$ cat src/rtl/fetch_unit_pkg.sv
// Shared core package: fetch FSM states, PC-select encodings and small sizing helpers.
package fetch_unit_pkg;

    typedef enum logic [1:0] {
        FETCH_IDLE    = 2'b00,
        FETCH_WAIT    = 2'b01,
        FETCH_DISCARD = 2'b10
    } fetch_state_t;

    typedef enum logic [1:0] {
        PC_SEL_SEQ    = 2'b00,
        PC_SEL_BRANCH = 2'b01,
        PC_SEL_JAL    = 2'b10,
        PC_SEL_JALR   = 2'b11
    } pc_sel_t;

    localparam int unsigned INSTR_BYTES = 4;

    // Occupancy counter width able to hold 0..depth inclusive.
    function automatic int unsigned cnt_width(input int unsigned depth);
        return $clog2(depth) + 1;
    endfunction

endpackage

$ cat src/rtl/fetch_fifo.sv
// Instruction buffer: DEPTH-entry FIFO of {pc, instr} pairs with flush.
module fetch_fifo
    import fetch_unit_pkg::*;
#(
    parameter int unsigned DWIDTH = 32,
    parameter int unsigned DEPTH  = 2
) (
    input  logic                          clk,
    input  logic                          reset,
    input  logic                          push,
    input  logic                          pop,
    input  logic                          flush,
    input  logic [2*DWIDTH-1:0]           din,
    output logic [2*DWIDTH-1:0]           dout,
    output logic [cnt_width(DEPTH)-1:0]   count
);

    localparam int unsigned PW = $clog2(DEPTH);
    localparam int unsigned CW = cnt_width(DEPTH);

    logic [PW-1:0]       wr_ptr;
    logic [PW-1:0]       rd_ptr;
    logic [2*DWIDTH-1:0] mem [DEPTH];

    // Flush overrides push and pop; pointers wrap naturally at a power-of-two depth.
    always_ff @(posedge clk) begin
        if (!reset) begin
            wr_ptr <= '0;
            rd_ptr <= '0;
            count  <= '0;
            for (int i = 0; i < int'(DEPTH); i++) begin
                mem[i] <= '0;
            end
        end else if (flush) begin
            wr_ptr <= '0;
            rd_ptr <= '0;
            count  <= '0;
        end else begin
            if (push) begin
                mem[wr_ptr] <= din;
                wr_ptr      <= wr_ptr + PW'(1);
            end
            if (pop) begin
                rd_ptr <= rd_ptr + PW'(1);
            end
            case ({push, pop})
                2'b10:   count <= count + CW'(1);
                2'b01:   count <= count - CW'(1);
                default: count <= count;
            endcase
        end
    end

    assign dout = mem[rd_ptr];

endmodule

$ cat src/rtl/fetch_unit.sv
// Instruction fetch: one outstanding memory request, redirect-aware response
// dropping, and a small buffer feeding decode.
module fetch_unit
    import fetch_unit_pkg::*;
#(
    parameter int unsigned DWIDTH = 32,
    parameter int unsigned DEPTH  = 2
) (
    input  logic              clk,
    input  logic              reset,
    input  logic [DWIDTH-1:0] pc_value,
    input  logic              redirect,
    output logic              pc_en,
    output logic              mem_req,
    output logic [DWIDTH-1:0] mem_addr,
    input  logic              mem_rvalid,
    input  logic [DWIDTH-1:0] mem_rdata,
    output logic              if_valid,
    output logic [DWIDTH-1:0] if_instr,
    output logic [DWIDTH-1:0] if_pc,
    input  logic              if_ready
);

    localparam int unsigned CW = cnt_width(DEPTH);

    fetch_state_t        state;
    fetch_state_t        state_nxt;
    logic [DWIDTH-1:0]   req_pc;
    logic [CW-1:0]       fifo_count;
    logic                push;
    logic                pop;
    logic [2*DWIDTH-1:0] head;

    always_ff @(posedge clk) begin
        if (!reset) begin
            state  <= FETCH_IDLE;
            req_pc <= '0;
        end else begin
            state <= state_nxt;
            if (mem_req) begin
                req_pc <= pc_value;
            end
        end
    end

    // Issue only when a push can never be blocked; responses after a redirect are dropped.
    always_comb begin
        state_nxt = state;
        mem_req   = 1'b0;
        push      = 1'b0;
        case (state)
            FETCH_IDLE: begin
                if (reset && !redirect && (fifo_count < CW'(DEPTH))) begin
                    mem_req   = 1'b1;
                    state_nxt = FETCH_WAIT;
                end
            end
            FETCH_WAIT: begin
                if (redirect) begin
                    state_nxt = mem_rvalid ? FETCH_IDLE : FETCH_DISCARD;
                end else if (mem_rvalid) begin
                    push      = 1'b1;
                    state_nxt = FETCH_IDLE;
                end
            end
            FETCH_DISCARD: begin
                if (mem_rvalid) begin
                    state_nxt = FETCH_IDLE;
                end
            end
            default: state_nxt = FETCH_IDLE;
        endcase
    end

    assign pc_en    = mem_req;
    assign mem_addr = pc_value;
    assign if_valid = (fifo_count != '0);
    assign pop      = if_valid && if_ready;
    assign if_pc    = head[2*DWIDTH-1:DWIDTH];
    assign if_instr = head[DWIDTH-1:0];

    fetch_fifo #(
        .DWIDTH (DWIDTH),
        .DEPTH  (DEPTH)
    ) u_fifo (
        .clk   (clk),
        .reset (reset),
        .push  (push),
        .pop   (pop),
        .flush (redirect),
        .din   ({req_pc, mem_rdata}),
        .dout  (head),
        .count (fifo_count)
    );

endmodule
$ cat config.mk
export PLATFORM = sky130hd
export DESIGN_NAME = fetch_unit
export DESIGN_NICKNAME = d
export VERILOG_FILES = /design/src/rtl/fetch_unit_pkg.sv /design/src/rtl/fetch_fifo.sv /design/src/rtl/fetch_unit.sv
export SDC_FILE = /design/constraint.sdc
export NUM_CORES = 1
export LEC_CHECK = 0
export ABC_AREA = 1
export ABC_CLOCK_PERIOD_IN_PS = 3700
export BUFFER_PORTS_ARGS = -buffer_cell sky130_fd_sc_hd__clkbuf_2
export CAP_MARGIN = 20
export CORE_MARGIN = 2
export CORE_UTILIZATION = 35
export CTS_BUF_LIST = sky130_fd_sc_hd__clkbuf_4 sky130_fd_sc_hd__clkbuf_8
export DETAILED_ROUTE_END_ITERATION = 6
export PLACE_DENSITY = 0.64
export REMOVE_ABC_BUFFERS = 1
export SLEW_MARGIN = 10
export SYNTH_ARGS = -nofsm -noshare
export SYNTH_HDL_FRONTEND = slang
export SYNTH_SLANG_ARGS = --single-unit
$ cat constraint.sdc
create_clock -name clk -period 3.7 [get_ports clk]
set_input_delay 0.74 -clock clk [delete_from_list [all_inputs] [get_ports clk]]
set_output_delay 0.74 -clock clk [all_outputs]
set_load 0.005 [all_outputs]
# Word level (Yosys, flattened, before mapping)

Memory sizes are Yosys's and may differ from the RTL's. A register that Yosys moved wholly into a read port is not among the register bits.
Index checks and enable logic that the tools add are counted.

Add/subtract/negate cells: 4
Order comparisons: 1
Eq/ne operators: 5
Mux-type cells: 21
Bitwise operators: 1
Reduce and logical (&&, ||, !) cells: 9

Operators by type and width:

| cell                                                                | count |
|---|---|
| 64-bit 2-to-1 mux                                                   | 1 |
| 64-bit OR reduction                                                 | 1 |
| 1-bit 2-to-1 mux                                                    | 14 |
| 2-bit 2-to-1 mux                                                    | 4 |
| 2-bit one-hot mux with 3 select lines                               | 1 |
| 2-bit by 1-bit == test with 1-bit output (second input constant)    | 2 |
| 2-bit == test (second input constant)                               | 2 |
| 2-bit one-hot mux with 2 select lines                               | 1 |
| 2-bit nonzero test                                                  | 2 |
| 1-bit logical AND                                                   | 3 |
| 1-bit adder (second input constant)                                 | 2 |
| 2-bit by 1-bit adder with 2-bit output (second input constant)      | 1 |
| 2-bit zero test                                                     | 1 |
| 2-bit less-than comparator (second input constant)                  | 1 |
| 2-bit inequality test (second input constant)                       | 1 |
| 2-bit OR reduction                                                  | 1 |
| 2-bit by 1-bit subtractor with 2-bit output (second input constant) | 1 |
| 1-bit zero test                                                     | 1 |
| 1-bit inverter                                                      | 1 |

Flip-flop bits (word level): 38
Memory bits (writable): 128
Input port bits: 69
Output and inout port bits: 99
Memories: 1

Memories:

| name       | words | width | read ports | clocked after Yosys merged registers in | wr ports | RTL line         | RTL |
|---|---|---|---|---|---|---|---|
| u_fifo.mem | 2     | 64    | 1          | 1                                       | 2        | fetch_fifo.sv:23 | `logic [2*DWIDTH-1:0] mem [DEPTH];` |

# Depth between registers and ports, before layout

Gate-level depths: netlist of run 1.

Depth in word-level cells: 9
Mapped depth: 12

# By module

From an unflattened synthesis of run 1, not the netlist that was laid out.

Cell total of the unflattened synthesis: 701
Area, all modules: 7,664.9 um^2

Modules (own cells, without submodules):

| module     | times used | cells each | area an instance (um^2) | sequential area each (um^2) |
|---|---|---|---|---|
| fetch_fifo | 1          | 438        | 5,854.4                 | 3,943.8 |
| fetch_unit | 1          | 263        | 1,810.5                 | 680.7 |

# Least setup slack after synthesis of run 1

OpenSTA, ideal clock, no wires.

Path type: input-to-reg
Start point: input reset
End point: memory u_fifo.mem[1][0] in the netlist's numbering, enable pin
Library setup time: 0.424 ns
Arrival: 2.713 ns
Data required time: 3.276 ns
Path slack: 0.563 ns
Stages on the path: 6
Path buffers: 2
Cells stage by stage: inv_2 -> nor2_4 -> nand3_1 -> buf_2 -> buf_6 -> nand2_1

RTL lines:

| what               | RTL line         | RTL |
|---|---|---|
| start: declaration | fetch_unit.sv:10 | `input logic reset,` |
| end: declaration   | fetch_fifo.sv:23 |  |

==> flow_summary.toml, run 1 <==
[final_layout]
diodes = 0
final_cell_count_no_fill = 1046
drive_gt1_frac = 0.369
area_growth_pct = 17.2
fin_nets = 833
final_util = 0.416
stdcell_area_um2 = 8390

[drt]
routedWlPerCell_um = 13.6
drc = 0
drt_wl_total_um = 14200
vias = 4581
drtPass1Iterations = 4
vias_per_cell = 4.38
antenna_left = 0
first_iter_violations = 181

[yosys]
yosysWarningCount = 0
synth.area.mux_share = 0.101
ys_top_cells_by_area = "edfxtp_1, dfxtp_1, mux2_2"
synthAdderAreaFrac = 0.00175
synthFlopType = "edfxtp_1"
synthSimpleGateAreaFrac = 0.148
netlist_top_cells_count = "edfxtp_1, nor2_1, nand2_1"
synth.distinct_cells = 21
ys_ff_latch = 167
synth.most_common_cell = "edfxtp_1"
synth_top_family_by_area = "simple AND/OR/NAND/NOR gates"
avgSynthCellArea_um2 = 11.3
syn_inst = 635
synth_top_cell_area_share = 0.537
yosysTopAreaCell = "edfxtp_1"
async_reset_ff_frac = 0
seq_area_frac_synth = 0.646
syn_area_um2 = 7160
synthXorXnorAreaFrac = 0
synth_edf_count = 128
synth-compound-area-share = 0.00385

[floorplan]
die_area_um2 = 21600
start_util = 0.355
core_area_um2 = 20200
fp.dieW_um = 147
die_y_um = 147
rows = 52
ios = 168

[clock_tree]
clkLatencyLatePin_ns = 0.45
numCtsBuffers = 17
cts.sinks = 167
ctsHtreeMaxLevel = 4
clk_pin_slew_ns = 0.09
cts_tree = "done"
cts-root-buf = "clkbuf_8"
clockBufferDepth = 2
ctsHoldBuffers = 0
cts_setup_buffers = 0
cts_resized = 0

[placement]
dp.cells = 1014
port_buffers = 167
globalplace.congestion = 0.714
dpl_cell_area_um2 = 7990
dp_hpwl_um = 8380

[critical_path]
critical-path-max-stage-delay_ns = 0.96
slowest_stage = "dfxtp_4"
path_max_fanout = 64
end_kind = "output pin"
path_buf_inv = 1
crit_type = "flop to output pin"
crit_chain = "mux2_2 > clkbuf_2"
worstPathArrival_ns = 2.01
crit_required_ns = 2.96
reg2reg_from = "state[0]"
crit_family = "flip-flops"
critPathLaunchType = "flop"

[sta]
rsz0062_at_grt = "no"
finalClockSkew_ns = 0.0106
fin_crit_ns = 2.75
worst_pin_slew_ns = 0.960
setup_viol = 0
finalCritPeriodShare = 0.744
max_slew_margin = 0.360
report.final.hold_viol_count = 0
tns_ns = 0
drv_slew = 0
fmaxAchievable_mhz = 363

[pwr]
p_comb_frac = 0.074
sw_frac_of_total = 0.242
sequentialPowerShare = 0.570
p_leak_uw = 0.00368
internal_power_uw = 2830
power_density_nw_per_um2 = 444
p_total_uw = 3730
ir_worst_vdd_mv = 0.215
switching_power_uw = 903
p_clk_frac = 0.355

[min_path]
hold_path.class = "flop to flop"
min_from = "req_pc[24]"

[job]
cap_violations = 0

[grt]
grt_pass1_wl_um = 22500
grt_remaining_overflow = 0
grt_use_total = 0.135
grt_max_degree = 65
antenna_found_initial = 0
grt_pass1_vias = 4496

[outcome]
outcome = "finished, final reports clean"
## logic make-up (layout without fill, tap and decap cells)
family / count (synthesis) / count (layout)
simple gates: 258 / 258
flops: 167 / 167
buf+inv: 140 / 281
mux: 64 / 64
compound gates: 5 / 5
fa+ha+maj: 1 / 1
## power groups by stage
stage	registers, µW	clock network (µW)	logic (µW)
6_report	2130	1330	277
5_1_grt	2140	1430	313
4_1_cts	2130	1360	285
3_5_place_dp	2170	0	283
3_3_place_gp	2170	0	281
2_1_floorplan	2170	0	132
## metal layers
| layer | vias to the layer above | track usage | routed length, µm |
|---|---|---|---|
| met5 | - | 0 | 0 |
| li1 | 2289 | - | - |
| met2 | 145 | 0.227 | 6780 |
| met3 | 12 | 0.0332 | 806 |
| met1 | 2135 | 0.172 | 6480 |
| met4 | 0 | 0.0471 | 170 |
## per-stage QoR
stage / hold slack, ns / setup WS (ns)
after detailed placement: 0.458 / 0.982
final: 0.467 / 0.946
after floorplan: 0.445 / -0.873
after CTS: 0.457 / 0.870
after global routing: 0.458 / 0.805
after global placement: 0.453 / 1.01
## worst paths after layout
path	cells past startpoint	end	slack, ns
hold reg to reg	2	req_pc[24]	0.47
setup reg to reg	6	u_fifo.mem[0][7]	1.59
hold / removal	2	req_pc[24]	0.47
setup / recovery	2	if_pc[29]	0.95
## placed cells by master, fill, tap and decap left out
master	Yosys	layout
nand3_1	36	34
clkinv_1	0	2
dfxtp_4	0	1
clkinv_4	0	6
a21oi_1	2	2
nand3_2	1	2
clkbuf_2	0	167
nand2_4	0	2
inv_2	2	2
inv_8	0	1
o21ai_0	2	2
o21a_1	1	1
nor2_4	1	1
buf_12	0	1
bufinv_16	0	2
nand2_1	82	80
ha_1	1	1
edfxtp_1	128	128
inv_1	75	75
inv_6	0	4
mux2_2	64	64
buf_4	36	4
nor3_1	1	1
nor2_1	126	126
nand3_4	0	1
nor2_2	11	11
dfxtp_1	39	38
clkbuf_8	0	17
## worst register-to-register path, stage by stage, from the launching register on
cell     delay, ns
dfxtp_1       0.34
inv_1         0.06
nor2_2        0.10
nand2_1       0.10
nor2_1        0.14
nand2_1       0.19
nand2_4       0.71
## layout make-up
| type | count | area (µm²) |
|---|---|---|
| Timing Repair Buffer | 172 | 886 |
| Fill cell | 1983 | 11800 |
| Tap cell | 270 | 338 |
| Clock buffer | 17 | 234 |
| Clock inverter | 15 | 166 |
| Sequential cell | 167 | 4630 |
| Multi-Input combinational cell | 328 | 1850 |
| Inverter | 77 | 289 |
## sequential cells by signal, indices dropped and copies added, names as in the netlist, named ones only
register       flops
u_fifo.mem       128
req_pc            32
state              2
u_fifo.count       2
u_fifo.rd_ptr      1
u_fifo.wr_ptr      1
Power figures use the tool's default switching activity.
==> run 2: changes to the inputs <==
ABC_CLOCK_PERIOD_IN_PS = 2200   (was 3700)
PLACE_DENSITY = 0.66   (was 0.64)
clock period = 2.2 ns   (was 3.7 ns; I/O delays follow)
==> run 2 against run 1 <==
Against the previous run:
- combinational power increased by 77%
- non-clock buffer count increased by 9
- largest power group unchanged
- die area unchanged
- sequential cell count unchanged
- via count increased by 1.1%
==> flow_summary.toml, run 2 (same netlist as run 1, synthesis figures left out) <==
[final_layout]
top_register = "u_fifo.mem"
final_cell_count_no_fill = 1055
layout_commonest_cell = "clkbuf_2"
drive_gt1_frac = 0.372
largest_reg_flops = 128
most-common-layout-cells = "clkbuf_2, edfxtp_1, nor2_1"
area_growth_pct = 19.1
fin_nets = 842
reg_top3 = "u_fifo.mem (128), req_pc (32)"
stdcell_area_um2 = 8520
diodes = 0

[clock_tree]
clkLatencyLatePin_ns = 0.45
cts-root-buf = "clkbuf_8"
clk_pin_slew_ns = 0.09
numCtsBuffers = 17
cts.sinks = 167
ctsHtreeMaxLevel = 4
cts_setup_buffers = 0
cts_tree = "done"
clockBufferDepth = 2

[drt]
drt_wl_total_um = 14900
drc = 0
routedWlPerCell_um = 14.1
vias_per_cell = 4.39
vias = 4630
drtPass1Iterations = 4
first_iter_violations = 198
antenna_left = 0

[critical_path]
crit_chain = "clkbuf_16 > mux2_2 > clkbuf_2"
slowest_stage = "dfxtp_4"
worstPathArrival_ns = 1.66
end_kind = "output pin"
crit_type = "flop to output pin"
critPathLaunchType = "flop"
rrSetupSlack_ns = 0.47
path_max_fanout = 32
critical-path-max-stage-delay_ns = 0.42
crit_required_ns = 1.76

[outcome]
outcome = "finished, final reports clean"

[job]
cap_violations = 0

[sta]
report.final.hold_viol_count = 0
setup_viol = 0
finalCritPeriodShare = 0.953
drv_slew = 0
fmaxAchievable_mhz = 477
finalClockSkew_ns = 0.00868
fin_crit_ns = 2.10
worst_pin_slew_ns = 0.361
rsz0062_at_grt = "no"
max_slew_margin = 0.760

[pwr]
ir_worst_vdd_mv = 0.530
power_density_nw_per_um2 = 724
p_leak_uw = 0.00373

[floorplan]
die_y_um = 147
start_util = 0.355
ios = 168
die_area_um2 = 21600
fp.dieW_um = 147
rows = 52
core_area_um2 = 20200

[min_path]
hold_path.class = "primary input to flop"

[placement]
port_buffers = 167
globalplace.congestion = 0.721
dpl_cell_area_um2 = 8120
dp_hpwl_um = 9310
dp.cells = 1022

[grt]
antenna_found_initial = 0
grt_max_degree = 65
grt_use_total = 0.139
grt_pass1_wl_um = 23200
grt_pass1_vias = 4601
grt_remaining_overflow = 0
run 2: changes by cell type in the layout (fill, tap and decap cells not counted), sizes merged:
cell,change
inv,-5
clkbuf,+1
clkinv,+2
buf,+8
clkinvlp,+3
run 2: worst paths after layout:
check | from | to | depth (start not counted)
hold reg to reg | req_pc[7] | req_pc[7] | 2
setup / recovery | flop | if_pc[1] | 3
setup reg to reg | state[0] | u_fifo.mem[1][15] | 7
hold / removal | pc_value[18] | req_pc[18] | 3
run 2: timing repair:
item                       4_1_cts  5_1_grt
resized for setup                0        1
setup endpoints to repair        0       28
hold buffers                     0        0
run 2: stage by stage:
step                      utilization  power [µW]  hold WS (ns)  setup WS (ns)  TNS [ns]
after CTS                       0.421        6240         0.158         0.0275         0
after global placement          0.403        4130         0.454          0.411         0
after floorplan                     -        3860         0.445          -2.07   -187.19
after detailed placement        0.403        4150         0.459          0.359         0
final                           0.423        6170         0.197          0.104         0
after global routing            0.423        6430         0.162         0.0176         0
run 2: per-layer routing:
layer | part of all wire | vias to the layer above | global-route usage
met5 | 0 | - | 0
met4 | 0.011 | 0 | 0.0399
met3 | 0.059 | 12 | 0.0401
met2 | 0.48 | 150 | 0.240
met1 | 0.45 | 2162 | 0.171
li1 | - | 2306 | -
run 2: report_power, final:
group,internal (µW),switching [µW],total (µW)
Sequential,3530,48.8,3570
Combinational,209,282,491
Clock,987,1120,2100
run 2: critical path: cells and delay by family, from the launching register on:
kind                   cells  cell delay, ns
buffers and inverters      2            0.36
multiplexers               1            0.38
flip-flops                 1            0.42
run 2: cell type report:
type                            instances  area (µm²)
Inverter                               77         289
Clock inverter                         15         138
Fill cell                            1979       11600
Tap cell                              270         338
Clock buffer                           17         234
Sequential cell                       167        4630
Timing Repair Buffer                  181        1040
Multi-Input combinational cell        328        1860
